[config.mk]
export PLATFORM = sky130hd
export DESIGN_NAME = local_ingress_buffer
export DESIGN_NICKNAME = d
export VERILOG_FILES = /design/src/rtl/local_ingress_buffer.sv
export SDC_FILE = /design/constraint.sdc
export NUM_CORES = 1
export LEC_CHECK = 0
export CAP_MARGIN = 0
export CORE_ASPECT_RATIO = 1.2
export CORE_MARGIN = 5
export CORE_UTILIZATION = 62
export CTS_CLUSTER_SIZE = 25
export DETAILED_ROUTE_END_ITERATION = 8
export DONT_BUFFER_PORTS = 1
export HOLD_SLACK_MARGIN = 0.06
export PLACE_DENSITY = 0.86
export SLEW_MARGIN = 25
export SYNTH_ARGS = -nofsm -noshare
export SYNTH_HDL_FRONTEND = slang
export SYNTH_SLANG_ARGS = --single-unit
[constraint.sdc]
create_clock -name clk -period 3.3 [get_ports clk]
set_input_delay 0.33 -clock clk [delete_from_list [all_inputs] [get_ports clk]]
set_output_delay 0.33 -clock clk [all_outputs]
set_load 0.01 [all_outputs]
[src/rtl/local_ingress_buffer.sv]
// Local ingress port: PE request/grant handshake into a small FIFO, head presented with an XY route.
// Optional LOCAL_INGRESS_STATS_EN adds saturating accept/drop counters.
module local_ingress_buffer #(
    parameter int         DATA_WIDTH = 32,
    parameter int         DEPTH      = 4,
    parameter logic [1:0] ROUTER_X   = 2'd0,
    parameter logic [1:0] ROUTER_Y   = 2'd0
) (
    input  logic                  clk,
    input  logic                  rst,
    input  logic                  ReqUpStr,
    input  logic [DATA_WIDTH-1:0] PacketIn,
    output logic                  GntUpStr,
    output logic                  UpStrFull,
    output logic                  flit_valid,
    input  logic                  flit_ready,
    output logic [DATA_WIDTH-1:0] flit_data,
    output logic [4:0]            out_port,
    output logic                  drop_pulse
`ifdef LOCAL_INGRESS_STATS_EN
    ,
    output logic [15:0]           accept_cnt,
    output logic [15:0]           drop_cnt
`endif
);

    localparam int AW = $clog2(DEPTH);
    localparam int CW = AW + 1;

    typedef enum logic {G_IDLE, G_GNT} gstate_t;

    gstate_t               r_state;
    logic                  r_gnt;
    logic                  r_drop;
    logic                  r_full;
    logic [CW-1:0]         r_count;
    logic [AW-1:0]         r_wrPtr;
    logic [AW-1:0]         r_rdPtr;
    logic [DATA_WIDTH-1:0] r_mem [DEPTH];

    logic                  w_accept;
    logic                  w_typeOk;
    logic                  w_write;
    logic                  w_valid;
    logic                  w_pop;
    logic [CW-1:0]         w_countNext;
    logic [DATA_WIDTH-1:0] w_head;
    logic [1:0]            w_destX;
    logic [1:0]            w_destY;

    // Eligibility uses the pre-pop full flag, so a full FIFO never takes a write even while popping.
    assign w_accept    = (r_state == G_IDLE) && ReqUpStr && !r_full;
    assign w_typeOk    = (PacketIn[31:30] == 2'b01);
    assign w_write     = w_accept && w_typeOk;
    assign w_valid     = (r_count != '0);
    assign w_pop       = w_valid && flit_ready;
    assign w_countNext = r_count + CW'(w_write) - CW'(w_pop);

    assign w_head  = r_mem[r_rdPtr];
    assign w_destX = w_head[27:26];
    assign w_destY = w_head[25:24];

    assign GntUpStr   = r_gnt;
    assign drop_pulse = r_drop;
    assign UpStrFull  = r_full;
    assign flit_valid = w_valid;
    assign flit_data  = w_head;

    always_ff @(posedge clk or posedge rst) begin
        if (rst) begin
            r_state <= G_IDLE;
            r_gnt   <= 1'b0;
            r_drop  <= 1'b0;
        end else begin
            case (r_state)
                G_IDLE: begin
                    if (w_accept) begin
                        r_gnt   <= 1'b1;
                        r_drop  <= !w_typeOk;
                        r_state <= G_GNT;
                    end else begin
                        r_gnt  <= 1'b0;
                        r_drop <= 1'b0;
                    end
                end
                G_GNT: begin
                    r_gnt   <= 1'b0;
                    r_drop  <= 1'b0;
                    r_state <= G_IDLE;
                end
                default: begin
                    r_gnt   <= 1'b0;
                    r_drop  <= 1'b0;
                    r_state <= G_IDLE;
                end
            endcase
        end
    end

    always_ff @(posedge clk or posedge rst) begin
        if (rst) begin
            r_count <= '0;
            r_full  <= 1'b0;
            r_wrPtr <= '0;
            r_rdPtr <= '0;
        end else begin
            r_count <= w_countNext;
            r_full  <= (w_countNext == CW'(DEPTH));
            if (w_write) begin
                r_wrPtr <= r_wrPtr + 1'b1;
            end
            if (w_pop) begin
                r_rdPtr <= r_rdPtr + 1'b1;
            end
        end
    end

    // Storage needs no reset; entries are only observed once written.
    always_ff @(posedge clk) begin
        if (w_write) begin
            r_mem[r_wrPtr] <= PacketIn;
        end
    end

    // Dimension-order routing: resolve X first, then Y, else deliver locally.
    always_comb begin
        out_port = 5'b00000;
        if (w_valid) begin
            if (w_destX > ROUTER_X) begin
                out_port = 5'b00100;
            end else if (w_destX < ROUTER_X) begin
                out_port = 5'b10000;
            end else if (w_destY > ROUTER_Y) begin
                out_port = 5'b00010;
            end else if (w_destY < ROUTER_Y) begin
                out_port = 5'b01000;
            end else begin
                out_port = 5'b00001;
            end
        end
    end

`ifdef LOCAL_INGRESS_STATS_EN
    always_ff @(posedge clk or posedge rst) begin
        if (rst) begin
            accept_cnt <= 16'h0000;
            drop_cnt   <= 16'h0000;
        end else begin
            if (w_write && accept_cnt != 16'hFFFF) begin
                accept_cnt <= accept_cnt + 16'h0001;
            end
            if (w_accept && !w_typeOk && drop_cnt != 16'hFFFF) begin
                drop_cnt <= drop_cnt + 16'h0001;
            end
        end
    end
`endif

endmodule

==> reports/metrics.csv <==
metric;value;unit
chipHeight;110;µm
area.growth.synth_to_final;20.0;%
required;2.97;ns
crit_path_top_delay_cell;dfrtp_2;
final.period_utilization;80.5;%
max_freq;376;MHz
drv.max_cap_violation_count;0;
slew_violations;0;
cts-htree-levels;4;
vias_per_cell;5.89;
floorplan.initialDensity;63.8;%
synth_sequential_area_ratio;78.7;%
power.share.switching;27.5;%
relSlewSlack;40.7;%
worst-setup-path-type;reg2out;
timing.critical_path.cells;mux4_2 -> nor2_2 -> a21boi_2;
post-route-min-period;2.66;ns
cell_internal_pwr;3.69;mW
die-width;93.6;µm
cp-start-kind;register;
antenna_cells;0;
final_antenna_net_count;0;
finalClockSkew;0.00788;ns
hold_viol_final;0;
status;completed;
timing.critical_path.arrival;2.33;ns
gp_congestion;0.703;
placement_rows;36;
whs;0.0871;ns
numCtsBuffers;17;
power_density;816;nW/µm²
drive_gt1_share;25.7;%
drtPass1Iterations;4;
initialDrtViolationCount;141;
ctsHoldBuffers;34;
share_seq_of_total_power;43.3;%
timing.final.setup_violations;0;
fin_total_pwr;5.09;mW
placement.io_buffers;0;
layout.core_utilization;76.5;%
setup_ws;0.643;ns
core-area;8150;µm²
post_cts.repair.setup_buffers;0;
cell_at_the_root_of_the_clock_tree;clkbuf_8;
cts_resized;0;
critical_path.max_stage_delay;0.68;ns
design.final.nets;314;
clkSinkCount;138;
endpoint_kind;output pin;
wirelength;9150;µm
synthesis.yosys.warnings;0;
grt_pass1_wl;14300;µm
drc_errors;0;
clock_buffer_depth;2;
wl_per_cell;23.0;µm
power.net_switching;1.40;mW
antenna_found_initial;0;
grt_pass1_vias;2582;
fin_setup_tns;0;ns
irDropWorstVdd;0.577;mV
holdCritPathClass;in2reg;
top_level_ports;77;
clk_pin_slew;0.06;ns
grt_start_max_net_pins;33;
die_area;10300;µm²
dp_worst_setup_slack;0.631;ns
hpwl;5050;µm
insertion_delay;0.51;ns
synthCells;225;
mean_area_per_synthesized_cell;23.1;µm²
netlist_area;5200;µm²
num_vias;2344;
share_comb_of_total_power;20.4;%
netlist-cell-type-count;27;
worst_slew_pin_slew;0.889;ns
pwr-share-clk;36.2;%
grt_setup_unrepaired;false;
globalRouteTotalUtil;20.1;%
ys_seq_elements;138;
power.leakage;2.09;nW
globalRouteOverflowTotal;0;
critical_path.max_fanout;16;
tritoncts;yes;
==> flip-flops by register name, summed over array words and instances (netlist names) <==
signal	cells
drop_pulse	1
r_rdPtr	2
r_wrPtr	2
GntUpStr	1
r_mem	128
UpStrFull	1
r_count	3
==> Yosys cell counts <==
cell,number,area share [%]
o21a_1,1,0.14
inv_1,7,0.51
nand4b_1,1,0.17
buf_6,1,0.22
o21ai_0,1,0.096
nor2_2,1,0.12
nor2b_1,2,0.24
dfrtp_1,10,4.8
xor2_1,1,0.17
nand3_1,2,0.19
or3_1,1,0.12
conb_1,1,0.072
a21boi_2,1,0.22
buf_2,4,0.39
buf_4,4,0.58
mux4_2,30,13
mux2i_1,6,1.2
edfxtp_1,128,74
fa_1,1,0.39
xnor2_1,4,0.67
ha_1,6,1.4
and2_1,2,0.24
and3_1,4,0.48
a21oi_1,1,0.096
nand4_1,1,0.12
nor3b_1,2,0.29
clkbuf_1,2,0.14
==> through the flow <==
stage / area, µm² / instances
final: 6240 / 398
after global routing: 6240 / 398
after CTS: 6240 / 398
after detailed placement: 5310 / 332
after global placement: 5310 / 332
after floorplan: 5200 / 226
==> cell families (layout without fill, tap and decap cells) <==
family	count (synthesis)	after routing	share of synthesized area [%]
xor gates and xnor gates	5	5	0.842
AOI/OAI and AO/OA	4	4	0.553
muxes	36	36	14.2
adders and majority gates	7	7	1.83
other	1	2	0.0721
DFF	138	138	78.7
and+or+nand+nor	16	16	1.97
buffers and inverters	18	76	1.83
==> per-layer routing <==
layer  wire (µm)  track usage (%)  vias up
met5           0                0        -
met3         607             6.38       15
li1            -                -     1011
met4         184             11.1        0
met2        4790             32.7       92
met1        3570             23.9     1226
==> final cells by class <==
cell class,count,area (µm²)
Clock buffer,17,414
Fill cell,438,1920
Clock inverter,15,175
Multi-Input combinational cell,70,1020
Inverter,7,26.3
Tap cell,114,143
Sequential cell,138,4100
Timing Repair Buffer,37,363
==> critical path: cells and delay by family (launching register included) <==
kind               cells  cell delay, ns
DFF                    1            0.68
muxes                  1            0.64
AOI/OAI and AO/OA      1            0.26
and+or+nand+nor        1            0.23
==> cell usage in the layout (no fill, tap or decap) <==
cell	n
a21boi_2	1
fa_1	1
xor2_1	1
or3_1	1
nor2b_1	2
nand3_1	2
and2_1	2
dlygate4sd3_1	34
a21oi_1	1
nand4_1	1
inv_6	1
nor3b_1	2
clkinvlp_4	4
buf_4	3
mux2i_1	6
clkinv_2	4
edfxtp_1	128
clkbuf_16	16
conb_1	2
clkbuf_8	1
and3_2	4
clkinv_4	3
dfrtp_1	8
xnor2_1	4
inv_1	7
nand4b_1	1
bufinv_16	3
ha_1	6
o21ai_0	1
o21a_1	1
mux4_2	30
nor2_2	1
dfrtp_2	2
==> path summary, 6_finish.rpt <==
| kind | depth (start not counted) | startpoint | end | slack, ns |
|---|---|---|---|---|
| max | 3 | r_rdPtr[0]$_DFFE_PP0P_ | out_port[0] | 0.64 |
| min | 2 | PacketIn[31] | drop_pulse$_DFF_PP0_ | 0.09 |
| max reg2reg | 9 | r_count[1]$_DFF_PP0_ | UpStrFull$_DFF_PP0_ | 0.64 |
| min reg2reg | 1 | r_count[0]$_DFF_PP0_ | r_count[0]$_DFF_PP0_ | 0.55 |
| max in group asynchronous | 2 | rst | r_rdPtr[0]$_DFFE_PP0P_ | 2.75 |
| min in group asynchronous | 2 | rst | GntUpStr$_DFF_PP0_ | 0.24 |
==> power by group through the flow <==
stage | combinational (mW) | clock, mW | sequential, mW
6_report | 1.04 | 1.84 | 2.20
5_1_grt | 1.13 | 1.97 | 2.23
4_1_cts | 1.06 | 1.87 | 2.21
3_5_place_dp | 0.999 | 0 | 2.24
3_3_place_gp | 0.980 | 0 | 2.24
2_1_floorplan | 0.948 | 0 | 2.10
(Power assumes the default switching activity.)
